$ cat config.mk
export PLATFORM = sky130hd
export DESIGN_NAME = geofence_feeder_flat
export DESIGN_NICKNAME = d
export VERILOG_FILES = /design/src/rtl/geofence_feeder_pkg.sv /design/src/rtl/geofence_feeder_if.sv /design/src/rtl/geofence_frame_buf.sv /design/src/rtl/geofence_feeder.sv /design/src/flat_wrapper.sv
export SDC_FILE = /design/constraint.sdc
export NUM_CORES = 1
export LEC_CHECK = 0
export CAP_MARGIN = 20
export CORE_MARGIN = 8
export CORE_UTILIZATION = 43
export DETAILED_ROUTE_END_ITERATION = 16
export SYNTH_ARGS = -nofsm -noshare
export SYNTH_HDL_FRONTEND = slang
export SYNTH_HIERARCHICAL = 1
export SYNTH_SLANG_ARGS = --single-unit
$ cat constraint.sdc
create_clock -name clk -period 3.6 [get_ports clk]
set_input_delay 1.08 -clock clk [delete_from_list [all_inputs] [get_ports clk]]
set_output_delay 1.08 -clock clk [all_outputs]
set_load 0.01 [all_outputs]
$ cat src/rtl/geofence_feeder_pkg.sv
// Shared constants, types and state encoding for the geofence feeder.
package geofence_feeder_pkg;

   localparam int unsigned CoordW         = 10;
   localparam int unsigned PointsPerFrame = 7;
   localparam int unsigned PtrW           = 3;
   localparam int unsigned DefaultTimeout = 64;

   localparam logic [PtrW-1:0] LastPt = PtrW'(PointsPerFrame - 1);

   typedef logic [CoordW-1:0] coord_t;

   typedef struct packed {
      coord_t x;
      coord_t y;
   } point_t;

   typedef enum logic [2:0] {
      StSync,
      StSend,
      StWait,
      StStall,
      StHalt
   } state_e;

   // Point index advance with wrap after the last point of a frame.
   function automatic logic [PtrW-1:0] next_ptr(logic [PtrW-1:0] ptr);
      return (ptr == LastPt) ? '0 : ptr + 1'b1;
   endfunction

endpackage

$ cat src/rtl/geofence_feeder_if.sv
// Loader-to-feeder point handshake.
interface geofence_feeder_if;
   import geofence_feeder_pkg::*;

   logic   ld_valid;
   logic   ld_ready;
   coord_t ld_x;
   coord_t ld_y;

   modport master (
      output ld_valid,
      output ld_x,
      output ld_y,
      input  ld_ready
   );

   modport slave (
      input  ld_valid,
      input  ld_x,
      input  ld_y,
      output ld_ready
   );

endinterface

$ cat src/rtl/geofence_frame_buf.sv
// Ping-pong frame buffer: two slots of seven points, filled by the loader and
// drained by the feeder FSM. The read port looks ahead into the other slot
// when the current send slot is being freed, so the next frame's first point
// is available in the same cycle.
module geofence_frame_buf
   import geofence_feeder_pkg::*;
(
   input  logic   clk,
   input  logic   reset,
   input  logic   wr_en,
   input  point_t wr_data,
   input  logic   rd_inc,
   input  logic   rd_free,
   output logic   fill_full,
   output logic   rd_avail,
   output point_t rd_data
);

   point_t          mem [2][PointsPerFrame];
   logic [1:0]      full_q, full_d;
   logic            fill_slot_q;
   logic            send_slot_q;
   logic [PtrW-1:0] wr_ptr_q;
   logic [PtrW-1:0] rd_ptr_q;
   logic            rd_slot;
   logic [PtrW-1:0] rd_idx;
   logic            wr_last;

   // Read port selection and full-flag next state.
   always_comb begin
      fill_full = full_q[fill_slot_q];
      rd_slot   = rd_free ? ~send_slot_q : send_slot_q;
      rd_idx    = rd_free ? '0 : rd_ptr_q;
      rd_avail  = full_q[rd_slot];
      rd_data   = mem[rd_slot][rd_idx];
      wr_last   = wr_en && (wr_ptr_q == LastPt);
      full_d    = full_q;
      if (rd_free) full_d[send_slot_q] = 1'b0;
      if (wr_last) full_d[fill_slot_q] = 1'b1;
   end

   // Point storage; contents are don't-care until the slot is marked full.
   always_ff @(posedge clk) begin
      if (wr_en) mem[fill_slot_q][wr_ptr_q] <= wr_data;
   end

   // Slot pointers and full flags.
   always_ff @(posedge clk or posedge reset) begin
      if (reset) begin
         full_q      <= '0;
         fill_slot_q <= 1'b0;
         send_slot_q <= 1'b0;
         wr_ptr_q    <= '0;
         rd_ptr_q    <= '0;
      end else begin
         full_q <= full_d;
         if (wr_en) begin
            wr_ptr_q <= next_ptr(wr_ptr_q);
            if (wr_last) fill_slot_q <= ~fill_slot_q;
         end
         if (rd_free) begin
            send_slot_q <= ~send_slot_q;
            // Point 0 of the new slot is consumed in this same cycle when sending restarts.
            rd_ptr_q    <= rd_inc ? PtrW'(1) : '0;
         end else if (rd_inc) begin
            rd_ptr_q <= next_ptr(rd_ptr_q);
         end
      end
   end

endmodule

$ cat src/rtl/geofence_feeder.sv
// Streams buffered 7-point frames to a geofence receiver, collects the
// per-frame inside/outside result and tracks sticky fault conditions.
module geofence_feeder
   import geofence_feeder_pkg::*;
#(
   parameter int unsigned TIMEOUT = DefaultTimeout
) (
   input  logic              clk,
   input  logic              reset,
   geofence_feeder_if.slave  ld,
   output coord_t            X,
   output coord_t            Y,
   input  logic              valid,
   input  logic              is_inside,
   output logic              res_valid,
   output logic              res_inside,
   output logic [7:0]        res_frame_id,
   output logic [15:0]       inside_cnt,
   output logic              underrun,
   output logic              timeout,
   output logic              proto_err
);

   localparam int unsigned WaitW = $clog2(TIMEOUT + 1);

   state_e          state_q;
   coord_t          x_q, y_q;
   logic [PtrW-1:0] snd_cnt_q;
   logic [WaitW-1:0] wait_cnt_q;
   logic            res_valid_q, res_inside_q;
   logic [7:0]      res_frame_id_q;
   logic [15:0]     inside_cnt_q;
   logic            underrun_q, timeout_q, proto_err_q;

   logic            ld_ready_c;
   logic            wr_en;
   logic            capture;
   logic            send_start;
   logic            rd_inc;
   logic            fill_full;
   logic            rd_avail;
   point_t          rd_data;

   // Handshake and buffer control derived from current state.
   always_comb begin
      ld_ready_c = ~fill_full && (state_q != StHalt);
      wr_en      = ld.ld_valid && ld_ready_c;
      capture    = (state_q == StWait) && valid;
      send_start = rd_avail &&
                   ((state_q == StSync) || (state_q == StStall) || capture);
      rd_inc     = send_start || ((state_q == StSend) && (snd_cnt_q != LastPt));
   end

   assign ld.ld_ready   = ld_ready_c;
   assign X             = x_q;
   assign Y             = y_q;
   assign res_valid     = res_valid_q;
   assign res_inside    = res_inside_q;
   assign res_frame_id  = res_frame_id_q;
   assign inside_cnt    = inside_cnt_q;
   assign underrun      = underrun_q;
   assign timeout       = timeout_q;
   assign proto_err     = proto_err_q;

   geofence_frame_buf u_buf (
      .clk       (clk),
      .reset     (reset),
      .wr_en     (wr_en),
      .wr_data   ({ld.ld_x, ld.ld_y}),
      .rd_inc    (rd_inc),
      .rd_free   (capture),
      .fill_full (fill_full),
      .rd_avail  (rd_avail),
      .rd_data   (rd_data)
   );

   // Send/wait FSM with registered coordinate stream, result and fault flags.
   always_ff @(posedge clk or posedge reset) begin
      if (reset) begin
         state_q        <= StSync;
         x_q            <= '0;
         y_q            <= '0;
         snd_cnt_q      <= '0;
         wait_cnt_q     <= '0;
         res_valid_q    <= 1'b0;
         res_inside_q   <= 1'b0;
         res_frame_id_q <= '0;
         inside_cnt_q   <= '0;
         underrun_q     <= 1'b0;
         timeout_q      <= 1'b0;
         proto_err_q    <= 1'b0;
      end else begin
         res_valid_q <= 1'b0;
         // Frame id advances once the pulse carrying it has been seen.
         if (res_valid_q) res_frame_id_q <= res_frame_id_q + 8'd1;
         if (valid && ((state_q == StSync) || (state_q == StSend) || (state_q == StStall))) begin
            proto_err_q <= 1'b1;
         end
         case (state_q)
            StSync, StStall: begin
               if (rd_avail) begin
                  state_q   <= StSend;
                  x_q       <= rd_data.x;
                  y_q       <= rd_data.y;
                  snd_cnt_q <= '0;
               end else begin
                  state_q    <= StStall;
                  underrun_q <= 1'b1;
                  x_q        <= '0;
                  y_q        <= '0;
               end
            end
            StSend: begin
               if (snd_cnt_q == LastPt) begin
                  state_q    <= StWait;
                  x_q        <= '0;
                  y_q        <= '0;
                  wait_cnt_q <= '0;
               end else begin
                  snd_cnt_q <= snd_cnt_q + 1'b1;
                  x_q       <= rd_data.x;
                  y_q       <= rd_data.y;
               end
            end
            StWait: begin
               if (valid) begin
                  res_valid_q  <= 1'b1;
                  res_inside_q <= is_inside;
                  if (is_inside && (inside_cnt_q != 16'hFFFF)) begin
                     inside_cnt_q <= inside_cnt_q + 16'd1;
                  end
                  if (rd_avail) begin
                     state_q   <= StSend;
                     x_q       <= rd_data.x;
                     y_q       <= rd_data.y;
                     snd_cnt_q <= '0;
                  end else begin
                     state_q    <= StStall;
                     underrun_q <= 1'b1;
                  end
               end else if (wait_cnt_q == WaitW'(TIMEOUT - 1)) begin
                  timeout_q <= 1'b1;
                  state_q   <= StHalt;
               end else begin
                  wait_cnt_q <= wait_cnt_q + 1'b1;
               end
            end
            StHalt: begin
               x_q <= '0;
               y_q <= '0;
            end
            default: state_q <= StSync;
         endcase
      end
   end

endmodule

$ cat src/flat_wrapper.sv
// flat-port wrapper written by rule: the top's interface ports become plain ports
module geofence_feeder_flat import geofence_feeder_pkg::*;
#(
   parameter int unsigned TIMEOUT = DefaultTimeout
)
  (clk, reset, X, Y, valid, is_inside, res_valid, res_inside, res_frame_id, inside_cnt, underrun, timeout, proto_err, ld_ld_valid, ld_ld_x, ld_ld_y, ld_ld_ready);
  geofence_feeder_if ld_i ();
  input  logic clk;
  input  logic reset;
  output coord_t X;
  output coord_t Y;
  input  logic valid;
  input  logic is_inside;
  output logic res_valid;
  output logic res_inside;
  output logic [7:0] res_frame_id;
  output logic [15:0] inside_cnt;
  output logic underrun;
  output logic timeout;
  output logic proto_err;
  input wire logic [$bits(ld_i.ld_valid)-1:0] ld_ld_valid;
  input wire logic [$bits(ld_i.ld_x)-1:0] ld_ld_x;
  input wire logic [$bits(ld_i.ld_y)-1:0] ld_ld_y;
  output wire logic [$bits(ld_i.ld_ready)-1:0] ld_ld_ready;
  assign ld_i.ld_valid = ld_ld_valid;
  assign ld_i.ld_x = ld_ld_x;
  assign ld_i.ld_y = ld_ld_y;
  assign ld_ld_ready = ld_i.ld_ready;
  geofence_feeder #(.TIMEOUT(TIMEOUT)) u_core (.clk(clk), .reset(reset), .ld(ld_i), .X(X), .Y(Y), .valid(valid), .is_inside(is_inside), .res_valid(res_valid), .res_inside(res_inside), .res_frame_id(res_frame_id), .inside_cnt(inside_cnt), .underrun(underrun), .timeout(timeout), .proto_err(proto_err));
endmodule
# Yosys cells after proc, flatten, opt, wreduce, memory -nomap -nowiden
# Memories as Yosys holds them, arrays and structs flattened.
# Cells that the tools add are included.
# classes
addsub,6
mul,0
div,0
n_lt_le_gt_ge,8
eq_ne,18
shifts,0
mux,52
bitwise_logic,10
n_reduce_logical,32
# op_table
op,n
2-to-1 mux 140 bit,1
2-to-1 mux 10 bit,8
case mux 10 bit (4 select lines),2
binary-select mux 20 bit (select 3 bit),1
demux 20 bit (select 3 bit),1
2-to-1 mux 20 bit,3
2-to-1 mux 3 bit,11
2-to-1 mux 7 bit,3
"adder 16 x 1 -> 16 bit, second input constant",1
"inequality test 16 bit, second input constant",1
AND reduction 3 bit,5
case mux 7 bit (2 select lines),1
2-to-1 mux 1 bit,13
"equality test 3 bit, second input constant",4
case mux 3 bit (4 select lines),1
logical AND 1 bit,11
"inequality test 2 bit, second input constant",5
"adder 3 x 1 -> 3 bit, second input constant",3
"inequality test 3 bit, second input constant",3
case mux 3 bit (3 select lines),1
"adder 8 x 1 -> 8 bit, second input constant",1
"greater-or-equal comparator 4 bit, second input constant",2
NOT 3 -> 4 bit,2
"adder 7 x 1 -> 7 bit, second input constant",1
other kinds (22),41
# totals
register_bits,72
latchBits,0
ramBits,280
romBits,0
input_bits,25
out_inout_bits,50
elab_cells,144
n_memories,1
# memory_table
name,depth,width,read_ports,rd_ports_with_merged_regs,wr,line_no,source
u_core.u_buf.mem,2,140,1,0,1,geofence_frame_buf.sv:19,point_t mem [2][PointsPerFrame];

# Depth between registers and ports, before layout
# logic_depth
ltp_word,10
mapped_depth,15
ltp_nobuf,11

# Modules after synthesis
# Netlist, hierarchy kept.
# modules_own_cells
module,n_inst,cells_each,area_per_inst_um2,seq_area_each_um2
geofence_frame_buf,1,699,11469.8,8658.3
geofence_feeder,1,253,2906.5,1551.5

# Worst setup path before layout
# Ideal clock, no wire load.
# synth_path
path_kind,register to register
from,register u_core.u_buf.fill_slot_q
to,memory u_core/u_buf/mem[0][120] (netlist name) (enable)
setup_ns,0.448
arrival_ns,3.565
required_time_ns,3.152
slack_ns,-0.413
stages_incl_launch_ff,7
path_buffers,1
period_less_slack_ns,4.013
cell_sequence,dfrtp_1 > clkbuf_1 > mux2_2 > a21oi_1 > and2_1 > nand2b_1 > nor4_1
# synth_between
elab_chain_len,7
# synth_lines
item,line_no,source
"start, declared",geofence_frame_buf.sv:21,logic fill_slot_q;
"start signal, assigned",geofence_frame_buf.sv:59,if (wr_last) fill_slot_q <= ~fill_slot_q;
2-to-1 mux 1 bit (not written as such) (2 in series),geofence_frame_buf.sv:31,fill_full = full_q[fill_slot_q];
named net u_core.fill_full,geofence_feeder.sv:40,logic fill_full;
NOT 1 bit,geofence_feeder.sv:46,ld_ready_c = ~fill_full && (state_q != StHalt);
logical AND 1 bit,geofence_feeder.sv:46,
named net ld_ld_ready,flat_wrapper.sv:24,output wire logic [$bits(ld_i.ld_ready)-1:0] ld_ld_ready;
logical AND 1 bit,geofence_feeder.sv:47,wr_en = ld.ld_valid && ld_ready_c;
named net u_core.wr_en,geofence_feeder.sv:36,logic wr_en;
2-to-1 mux 1 bit,geofence_frame_buf.sv:44,if (wr_en) mem[fill_slot_q][wr_ptr_q] <= wr_data;
2-to-1 mux 140 bit (not written as such),geofence_frame_buf.sv:44,
"end, declared",geofence_frame_buf.sv:19,
# The timed path passes the listed nets, and every way through them passes these cells. The select of a mux whose other input is x is not followed.

# Worst setup path after layout
# layout_path
from,register u_core.u_buf.fill_slot_q
to,output port ld_ld_ready
# layout_between
elab_chain_len,4
# layout_lines
item,line_no
2-to-1 mux 1 bit (not written as such) (2 in series),geofence_frame_buf.sv:31
named net u_core.fill_full,geofence_feeder.sv:40
NOT 1 bit,geofence_feeder.sv:46
logical AND 1 bit,geofence_feeder.sv:46
"end, declared",flat_wrapper.sv:24
# The timed path passes the listed nets, and every way through them passes these cells. The select of a mux whose other input is x is not followed.

==> flow_summary_export.csv <==
group,metric,value,unit
status,status,"completed",
clocking,clockBufferDepth,3,
global_route,antenna_found_initial,3,
clocking,h-tree-depth,2,
synth,synth_top_area_cell,"edfxtp_1",
timing,fin_tns_setup,0,ns
worst_setup_path,cp_cell_sequence,"mux2_2 -> a21oi_1 -> clkdlybuf4s50_1",
timing,maxSlewHeadroom,0.581,
worst_setup_path,cp_slowest_stage_delay,0.60,ns
cells_and_area,regArea,10200,um2
worst_setup_path,r2r-start,"u_core/state_q[1]",
clocking,cts_num_sinks,352,
routing,vias,8616,
clocking,ctsRootBufferMaster,"clkbuf_16",
timing,worst_pin_slew,0.628,ns
routing,vias_per_cell,5.57,
cells_and_area,nets,1099,
global_route,grt_usage,0.179,
power_and_ir_drop,p_per_area,759,nW/um2
worst_setup_path,cp_max_fo,2,
global_route,grt_pass1_vias,8594,
clocking,clk_latency,0.52,ns
worst_setup_path,worstSetupStartpointType,"flop",
clocking,cts_resized,0,
floorplanning,num_rows,67,
routing,antenna_left,0,
place,portBuffers,74,
global_route,grt_pass1_wl,53500,um
cells_and_area,num-fill-cells,2761,
floorplanning,ios,75,
worst_setup_path,cp_slowest_cell,"clkdlybuf4s50_1",
job,cap_viol_max_count,0,
synth,synth_top_area_share,0.585,
timing,rsz0062_at_grt,"no",
synth,synthCells,952,
timing,drv_slew,0,
synth,synth.top_cells.by_area,"edfxtp_1 58%, dfrtp_1 13%, mux2i_1 5.6%, o21ai_0 1.8%, nand2_1 1.8%",
synth,yosys_warnings,6,
timing,setup_violations,0,
clocking,cts_tree,"built",
clocking,path_clk_slew,0.06,ns
worst_setup_path,crit_family,"buffers and inverters",
cells_and_area,area_growth,20.6,%
synth,ys_seq_elements,352,
min_path,min_from,"u_core/underrun",
global_route,grt_max_degree,43,
synth,synth_cell_types,54,
place,gp_congestion,0.778,
clocking,postCtsHoldBufs,0,
worst_setup_path,critical_path.n_buffers_inverters,1,
synth,syn_nets,982,
routing,dr.pass1.iters,4,
power_and_ir_drop,leakagePower,6.31,nW
synth,synth-seq-area-share,0.710,
synth,syn_area,14400,um2
synth,syn_avg_cell_area,15.1,um2
min_path,min_path_type,"flop to flop",
worst_setup_path,crit_path_end_kind,"output port",
place,hpwlAfterDp,21400,um
routing,drt_iter0_drc,499,
routing,wl_per_cell,22.6,um
floorplanning,die_y,199,um
worst_setup_path,crit_arrival,2.02,ns
global_route,grt_overflow,0,
power_and_ir_drop,vdd_ir_drop_max,0.376,mV
cells_and_area,post_route_cells_drive_above_1_share,0.156,
floorplanning,die_w,199,um
timing,fin_skew,0.0110,ns
floorplanning,initial_core_util,0.433,
timing,period_needed,3.10,ns
routing,drcViolationCount,0,
clocking,numCtsBuffers,38,
timing,max_freq,0.323,GHz
power_and_ir_drop,p_total,13.2,mW
worst_setup_path,crit_type,"flop to output port",
floorplanning,die_area,39500,um2
routing,wirelength,35000,um
timing,layout_worst_path_cycle_share,0.861,
floorplanning,coreArea,33200,um2
worst_setup_path,cp.required,2.52,ns
timing,hold_violations,0,
cells_and_area,multi_input_area,3970,um2
worst_setup_path,cp-startpoint,"u_core/u_buf/fill_slot_q",
clocking,postCtsSetupBuffers,0,
## cell usage after synthesis (all sizes together)
| cell type | count |
|---|---|
| mux2 | 28 |
| nand2b | 11 |
| ha | 5 |
| nand3 | 7 |
| o21ai | 55 |
| and2 | 2 |
| inv | 11 |
| nand4b | 1 |
| edfxtp | 280 |
| nand2 | 70 |
| and3 | 4 |
| buf | 25 |
| a21o | 4 |
| nor4b | 1 |
| nor2b | 24 |
| xnor2 | 6 |
| a21boi | 2 |
| a211o | 3 |
| nor4 | 12 |
| nand4 | 12 |
| a22o | 20 |
| clkbuf | 32 |
| a31o | 2 |
| nor2 | 25 |
| or3b | 3 |
| and4b | 1 |
| xor2 | 14 |
| a211oi | 22 |
| dfrtp | 72 |
| mux2i | 81 |
| or2 | 1 |
| nor3b | 3 |
| o211a | 1 |
| o221a | 20 |
| a221oi | 20 |
| a31oi | 20 |
| a21oi | 30 |
| and4 | 3 |
| a2111oi | 1 |
| nor3 | 18 |
## layer usage
metal  vias up  track usage  routed length, um
li1       3941            -                  -
met2       247        0.285              16400
met5         -            0                 23
met1      4356        0.246              15600
met3        68       0.0352               2240
met4         4       0.0533                761
## layout make-up
| type | count | share of cell area |
|---|---|---|
| repair buffers | 134 | 0.0810 |
| flip-flops and latches | 352 | 0.589 |
| clock buffers | 53 | 0.0604 |
| multi-input cells | 532 | 0.229 |
| clock inverters | 16 | 0.00556 |
| inverters | 11 | 0.00238 |
| diodes | 1 | 0.000144 |
| well taps | 448 | 0.0323 |
## logic make-up after synthesis
group           Yosys count  share of synthesized area
mux                     109                     0.0783
fa+ha+maj                 5                    0.00435
compound gates          200                     0.0990
simple gates            198                     0.0748
xor+xnor                 20                     0.0127
buf+inv                  68                     0.0206
flops                   352                      0.710
## path summary, 6_finish.rpt
kind	end	slack [ns]	cells after the start
max	ld_ld_ready	0.50	3
min	u_core/underrun	0.47	1
max reg2reg	u_core/snd_cnt_q[0]	0.79	12
min reg2reg	u_core/underrun	0.47	1
max in group asynchronous	u_core/inside_cnt[6]	2.05	3
min in group asynchronous	u_core/u_buf/wr_ptr_q[2]	0.94	2
## placed cells by master, fill, tap and decap left out, types with 3 or more instances in the layout
| master | synthesis | final |
|---|---|---|
| a211o_1 | 3 | 3 |
| a211oi_1 | 21 | 21 |
| a21o_1 | 4 | 4 |
| a21oi_1 | 30 | 30 |
| a221oi_1 | 20 | 20 |
| a22o_1 | 20 | 20 |
| a31oi_1 | 20 | 20 |
| and3_1 | 4 | 4 |
| and4_1 | 3 | 3 |
| buf_12 | 0 | 17 |
| buf_4 | 5 | 43 |
| clkbuf_1 | 32 | 11 |
| clkbuf_16 | 0 | 38 |
| clkbuf_8 | 0 | 4 |
| clkdlybuf4s50_1 | 0 | 74 |
| clkinv_1 | 0 | 7 |
| clkinv_2 | 0 | 4 |
| dfrtp_1 | 72 | 70 |
| edfxtp_1 | 280 | 280 |
| ha_1 | 5 | 5 |
| inv_1 | 11 | 10 |
| mux2_1 | 5 | 5 |
| mux2_2 | 23 | 23 |
| mux2i_1 | 81 | 81 |
| nand2_1 | 70 | 70 |
| nand2b_1 | 11 | 10 |
| nand3_1 | 6 | 6 |
| nand4_1 | 10 | 10 |
| nor2_1 | 24 | 19 |
| nor2_2 | 1 | 6 |
| nor2b_1 | 24 | 24 |
| nor3_1 | 18 | 10 |
| nor3_2 | 0 | 7 |
| nor4_1 | 8 | 6 |
| nor4_2 | 3 | 3 |
| nor4_4 | 1 | 3 |
| o21ai_0 | 53 | 53 |
| o221a_1 | 19 | 19 |
| xnor2_1 | 5 | 5 |
| xor2_1 | 14 | 14 |
## power breakdown
group          switching, mW  internal, mW  total [mW]
sequential             0.401          4.89        5.29
combinational           2.39          1.93        4.32
clock                   1.51          2.04        3.55
## metrics by stage
| step | cell area, um2 | std cells | setup slack (ns) | hold slack (ns) | utilization |
|---|---|---|---|---|---|
| after floorplan | 14400 | 952 | 0.0200 | 0.466 | - |
| after global placement | 16200 | 1477 | 0.196 | 0.445 | 0.488 |
| after detailed placement | 16200 | 1477 | 0.184 | 0.456 | 0.488 |
| after CTS | 17300 | 1546 | 0.489 | 0.469 | 0.522 |
| after global routing | 17300 | 1546 | 0.409 | 0.487 | 0.522 |
| final | 17300 | 1547 | 0.501 | 0.468 | 0.522 |
## sequential cells by signal, summed over array words and instances, names as in the netlist, 2 cells and up
register / cells
u_core/state_q: 3
u_core/u_buf/full_q: 2
u_core/X: 10
u_core/snd_cnt_q: 3
u_core/u_buf/wr_ptr_q: 3
u_core/Y: 10
u_core/inside_cnt: 16
u_core/wait_cnt_q: 7
u_core/u_buf/rd_ptr_q: 3
u_core/res_frame_id: 8
u_core/u_buf/mem: 280
Power figures use the tool's default switching activity.
